`src/rtl/alu_loader_pkg.sv`:
```
// Shared definitions for the ALU operand loader: FSM phases, result word layout
// and the default debounce length.
package alu_loader_pkg;

    typedef enum logic [1:0] {
        LOAD_A  = 2'd0,
        LOAD_B  = 2'd1,
        LOAD_OP = 2'd2,
        EXEC    = 2'd3
    } phase_e;

    localparam int RES_P      = 7;
    localparam int RES_V      = 6;
    localparam int RES_C      = 5;
    localparam int RES_Z      = 4;
    localparam int RES_OUT_HI = 3;
    localparam int RES_OUT_LO = 0;

    typedef struct packed {
        logic       p;
        logic       v;
        logic       c;
        logic       z;
        logic [3:0] out;
    } res_t;

    localparam int DEBOUNCE_CYCLES_DEF = 16;

endpackage

```
`src/rtl/btn_debounce.sv`:
```
// Pushbutton conditioning: 2-FF synchronizer, consecutive-cycle debounce counter
// and rising-edge detect producing a one-cycle press pulse.
module btn_debounce
    import alu_loader_pkg::*;
#(
    parameter int DEBOUNCE_CYCLES = DEBOUNCE_CYCLES_DEF
) (
    input  logic clk,
    input  logic rst,
    input  logic btn_raw,
    output logic press,
    output logic level
);

    localparam logic [15:0] CNT_LAST = 16'(DEBOUNCE_CYCLES - 1);

    logic        sync1, sync2;
    logic        level_prev;
    logic [15:0] cnt;

    always_ff @(posedge clk or posedge rst) begin
        if (rst) begin
            sync1      <= 1'b0;
            sync2      <= 1'b0;
            level      <= 1'b0;
            level_prev <= 1'b0;
            cnt        <= '0;
        end else begin
            sync1      <= btn_raw;
            sync2      <= sync1;
            level_prev <= level;
            // any agreeing cycle restarts the count, so bounces never accumulate
            if (sync2 == level) begin
                cnt <= '0;
            end else if (cnt == CNT_LAST) begin
                level <= ~level;
                cnt   <= '0;
            end else begin
                cnt <= cnt + 16'd1;
            end
        end
    end

    assign press = level & ~level_prev;

endmodule

```
`src/rtl/alu_operand_loader.sv`:
```
// Nibble-serial operand entry for the 4-bit ALU: A, B, opcode loaded on debounced
// presses, one EXEC cycle, then the ALU result word is held for display.
module alu_operand_loader
    import alu_loader_pkg::*;
#(
    parameter int DEBOUNCE_CYCLES = DEBOUNCE_CYCLES_DEF
) (
    input  logic       clk,
    input  logic       rst,
    input  logic       btn_raw,
    input  logic [3:0] nib_in,
    input  logic [7:0] alu_res,
    output logic [3:0] opd_a,
    output logic [3:0] opd_b,
    output logic [3:0] opcode,
    output logic       op_valid,
    output logic [7:0] res_q,
    output logic       res_valid,
    output logic [1:0] phase
);

    phase_e state;
    res_t   res_r;
    logic   press;
    logic   level_unused;

    btn_debounce #(
        .DEBOUNCE_CYCLES(DEBOUNCE_CYCLES)
    ) u_db (
        .clk    (clk),
        .rst    (rst),
        .btn_raw(btn_raw),
        .press  (press),
        .level  (level_unused)
    );

    // op_valid is registered alongside the EXEC transition so it is glitch-free
    always_ff @(posedge clk or posedge rst) begin
        if (rst) begin
            state     <= LOAD_A;
            opd_a     <= '0;
            opd_b     <= '0;
            opcode    <= '0;
            res_r     <= '0;
            res_valid <= 1'b0;
            op_valid  <= 1'b0;
        end else begin
            op_valid <= 1'b0;
            case (state)
                LOAD_A: if (press) begin
                    opd_a     <= nib_in;
                    res_valid <= 1'b0;
                    state     <= LOAD_B;
                end
                LOAD_B: if (press) begin
                    opd_b <= nib_in;
                    state <= LOAD_OP;
                end
                LOAD_OP: if (press) begin
                    opcode   <= nib_in;
                    op_valid <= 1'b1;
                    state    <= EXEC;
                end
                EXEC: begin
                    res_r     <= res_t'(alu_res);
                    res_valid <= 1'b1;
                    state     <= LOAD_A;
                end
                default: state <= LOAD_A;
            endcase
        end
    end

    assign res_q = res_r;
    assign phase = state;

endmodule

```
`config.mk`:
```
export PLATFORM = sky130hd
export DESIGN_NAME = alu_operand_loader
export DESIGN_NICKNAME = d
export VERILOG_FILES = /design/src/rtl/alu_loader_pkg.sv /design/src/rtl/btn_debounce.sv /design/src/rtl/alu_operand_loader.sv
export SDC_FILE = /design/constraint.sdc
export NUM_CORES = 1
export LEC_CHECK = 0
export BUFFER_PORTS_ARGS = -buffer_cell sky130_fd_sc_hd__buf_2
export CAP_MARGIN = 20
export CORE_UTILIZATION = 53
export CTS_CLUSTER_DIAMETER = 30
export DETAILED_ROUTE_END_ITERATION = 16
export HOLD_SLACK_MARGIN = 0.12
export PLACE_DENSITY = 0.75
export SLEW_MARGIN = 15
export SYNTH_ARGS = -nofsm -noshare
export SYNTH_HDL_FRONTEND = slang
export SYNTH_SLANG_ARGS = --single-unit
```
`constraint.sdc`:
```
create_clock -name clk -period 1.85 [get_ports clk]
set_input_delay 0.2775 -clock clk [delete_from_list [all_inputs] [get_ports clk]]
set_output_delay 0.2775 -clock clk [all_outputs]
set_load 0.005 [all_outputs]
```
-- Word level (Yosys, flattened, before mapping)
Index checks and enable logic that the tools add are counted.
- input port bits: 15
- register bits after elaboration: 44
- word-level logic and storage cells: 47
- eq/ne operators: 8
- add/sub/neg operators: 1
- reductions and logical operators: 8
- bitwise gates (word level): 4
- mux-type cells: 10
- operators by type and width (kind ; number):
    $mux 16 ; 2
    $add 16x1->16 const B ; 1
    $eq 16x4->1 const B ; 1
    $reduce_and 2->1 ; 5
    $pmux 2 s4 ; 1
    $mux 2 ; 3
    $ne 2x2->1 const B ; 3
    $eq 2x2->1 const B ; 2
    $mux 1 ; 3
    $not 1->1 ; 3
    $reduce_and 3->1 ; 1
    $eq 2x1->1 const B ; 1
    $logic_not 2->1 ; 1
    $pmux 1 s2 ; 1
    $reduce_bool 2->1 ; 1
    $and 1x1->1 ; 1
    $eq 1x1->1 ; 1

-- Longest topological paths before layout
- word-level depth: 4
- gate-level depth with buffers: 6
- gate-level depth less buffers: 6

-- By module
Synthesis repeated with hierarchy kept, for this count alone.
- cell total of the unflattened synthesis: 152
- area, all modules: 1935.6 um2
- by module, submodules not included (module ; area an instance (um2) ; cells an instance ; times used):
    alu_operand_loader ; 978.4 ; 66 ; 1
    btn_debounce ; 957.2 ; 86 ; 1

-- Worst setup path after synthesis
Ideal clock, no wire load.
- path type: flip-flop to flip-flop
- from: reg u_db.cnt[0]
- to: reg u_db.cnt[10]
- arrival: 1.327 ns
- required time: 1.729 ns
- path slack: 0.402 ns
- buffers on the path: 1
- cell stages (with the launch flop): 7
- library setup time: 0.121 ns
- cells stage by stage: dfrtp_1 > ha_1 > and3_2 > nand4_1 > nand2_1 > buf_2 > nor2_1
- cells in the longest elaborated chain, start to end: 3
- elaborated cells between the ends (all ways): 4
- those cells by class: 1 x add/sub; 1 x eq/ne; 2 x mux
- RTL lines (what ; RTL line ; RTL):
    from (decl) ; btn_debounce.sv:19 ; logic [15:0] cnt;
    from (signal assigned) ; btn_debounce.sv:39 ; cnt <= cnt + 16'd1;
    $add 16x1->16 / $eq 16x4->1 (equally long branches) ; btn_debounce.sv:39, btn_debounce.sv:35 ;
    $mux 16 (*) ; btn_debounce.sv:35 ; end else if (cnt == CNT_LAST) begin
    $mux 16 (*) ; btn_debounce.sv:33 ; if (sync2 == level) begin
Mark *: on every way between the ends. The rest lies on a longest branch, timed or not.
A chain may end at the register's enable or synchronous reset.

-- Final worst setup path
- from: reg u_db.cnt[0]
- to: reg u_db.cnt[14]
The elaborated chain is that of the path after synthesis.

==> results.toml <==
[timing]
finalSetupTns_ns = 0
slew_viol_final = 0
slew_headroom = 0.639
post-route-period-util = 0.853
skew_ns = 0.00361
whs_ns = 0.149
setup_viol_count_final = 0
rsz0062_at_grt = "false"
worst-slew-pin-transition_ns = 0.541
fin_crit_ns = 1.58
timing.fmax_ghz = 0.634
final-hold-violation-count = 0

[yosys]
syn_nets = 178
ys_async_sr_fraction = 1.00
synth_flop_cell = "dfrtp_1"
syn_area_per_cell_um2 = 12.2
ys_seq_elements = 44
synth_mux_area_frac = 0.123
ys_seq_area_frac = 0.575
synth_warnings = 0
synth_compound_area_frac = 0.0176
synth_adder_area_share = 0.0392
synthCells = 157
synth_edf_count = 0
synth-xor-area-share = 0.0640
synth_top_family_by_area = "simple AND/OR/NAND/NOR gates"
synthDistinctLibCells = 28
syn_area_um2 = 1920
synth-simple-area-share = 0.155

[setup_path]
cp_slowest_cell = "dfrtp_1"
r2r_slack_ns = 0.27
required_ns = 2.10
path_buf_inv = 0
cpPeakStageDelay_ns = 0.43
r2r-end = "u_db.cnt[14]$_DFF_PP0_"
r2r_start = "u_db.cnt[0]$_DFF_PP0_"
endpoint_kind = "flip-flop"
critical-path-top-delay-family = "simple AND/OR/NAND/NOR gates"
cp_cell_sequence = "ha_1 -> nand4_1 -> nor4_1 -> xnor2_1 -> nor2_1"
cp.arrival_ns = 1.83
critPathCapture = "u_db.cnt[14]$_DFF_PP0_"
crit_type = "flip-flop to flip-flop"
cp-startpoint = "u_db.cnt[0]$_DFF_PP0_"
crit_path_start_kind = "flip-flop"
crit_cells = 5
reg2reg_depth = 5
crit_fanout = 5

[cells_and_area]
final_common_cell = "dfrtp_1"
layout.nets = 224
antennaDiodeCount = 0
areaGrowthSynthToFinish_pct = 16.3
final_cell_mix = "dfrtp_1, buf_2, mux2_2"
drive_gt1_frac = 0.369

[clock_tree]
clock_latency_ns = 0.35
cts_tree = "built"
clk_pin_slew_worst_paths_ns = 0.11
cts_max_level = 2
clockBufferDepth = 2
root_buffer = "clkbuf_4"
clock-sinks = 44
cts_made_buffers = 5
ctsResizeCount = 0

[die]
fp.dieW_um = 62.1
dieArea_um2 = 3860
rows = 21
ios = 39
core_um2 = 3390
fp.dieH_um = 62.1
start_util = 0.565

[placement]
portBuffers = 38
hpwl_mm = 2.40
place_congestion = 0.868

[worst_hold_path]
min_from = "alu_res[6]"
hold_path.class = "input port to flip-flop"

[global_routing]
grt_pass1_vias = 1434
grt_start_max_net_pins = 45
overflow = 0
grt_pass1_wl_mm = 6.04
antenna_found_initial = 0
grt_usage = 0.202

[routing]
drt_pass1_iterations = 4
vias = 1355
via_per_inst = 5.44
drc = 0
wl_per_cell_um = 13.3
drt_iter0_markers = 44
ant_nets = 0
wl_mm = 3.31

[power_and_ir_drop]
leakage_nw = 1.04
ir_drop_mv = 0.793
power.density_nw_per_um2 = 991
p_total_mw = 2.21

[flow_run]
drv_cap = 0

[run_status]
status = "finished, final reports clean"
synthesized netlist by cell type, drive strengths merged, types with 4 or more instances:
library cell / instances / share of area
dfrtp: 44 / 0.57
xor2: 7 / 0.032
inv: 5 / 0.0098
xnor2: 7 / 0.032
nand4: 7 / 0.023
nand2: 7 / 0.014
ha: 6 / 0.039
nor2: 19 / 0.037
mux2: 21 / 0.12
nand3: 6 / 0.018
nor4: 5 / 0.016
nor3: 5 / 0.013
clkbuf: 4 / 0.014
where the power goes:
group,internal [mW],total [mW],switching [mW]
Sequential,1.11,1.20,0.0863
Combinational,0.313,0.590,0.277
Clock,0.140,0.422,0.282
Total,1.56,2.21,0.645
how the worst min path moves through the flow:
stage                     slack, ns  cells after the start                   end
after floorplan                0.31                      0  u_db.sync1$_DFF_PP0_
after detailed placement       0.34                      0  u_db.sync2$_DFF_PP0_
after CTS                      0.13                      2  res_q[2]$_DFFE_PP0P_
after global placement         0.33                      0  u_db.sync2$_DFF_PP0_
final                          0.15                      2  res_q[6]$_DFFE_PP0P_
after global routing           0.13                      2  res_q[1]$_DFFE_PP0P_
flip-flops by register name, summed over array words and instances (netlist names):
signal	count
u_db.level	1
u_db.cnt	16
res_q	8
u_db.level_prev	1
res_valid	1
opd_a	4
op_valid	1
opd_b	4
u_db.sync2	1
u_db.sync1	1
opcode	4
phase	2
logic make-up after synthesis:
family / Yosys count
buf+inv: 10
flops: 44
mux: 21
simple gates: 57
compound gates: 5
xor+xnor: 14
fa+ha+maj: 6
routing by layer:
metal / GRT usage / routed length, µm / vias to the layer above
li1: - / - / 632
met1: 0.224 / 1370 / 668
met2: 0.353 / 1700 / 43
met3: 0.0441 / 144 / 12
met4: 0.122 / 89 / 0
met5: 0 / 0 / -
cell type report:
type                    count  area [µm²]
flip-flops and latches     44        1100
clock buffers               6        41.3
multi-input cells         103         764
clock inverters             1        5.00
inverters                   5        18.8
well taps                  46        57.6
repair buffers             44         240
fillers                   273        1160
metrics by stage:
stage | std cells | util | worst slack, ns | instance area (µm²)
6_report | 249 | 0.657 | 0.272 | 2230
5_1_grt | 249 | 0.657 | 0.114 | 2230
4_1_cts | 249 | 0.657 | 0.251 | 2230
3_5_place_dp | 240 | 0.638 | 0.272 | 2160
3_3_place_gp | 240 | 0.638 | 0.393 | 2160
2_1_floorplan | 157 | - | 0.402 | 1920
repair_timing:
action	in CTS	in global routing
endpoints found under the hold margin	45	0
setup buffers	0	0
hold buffers	2	0
Note: power is estimated with default switching activity, not from simulation.
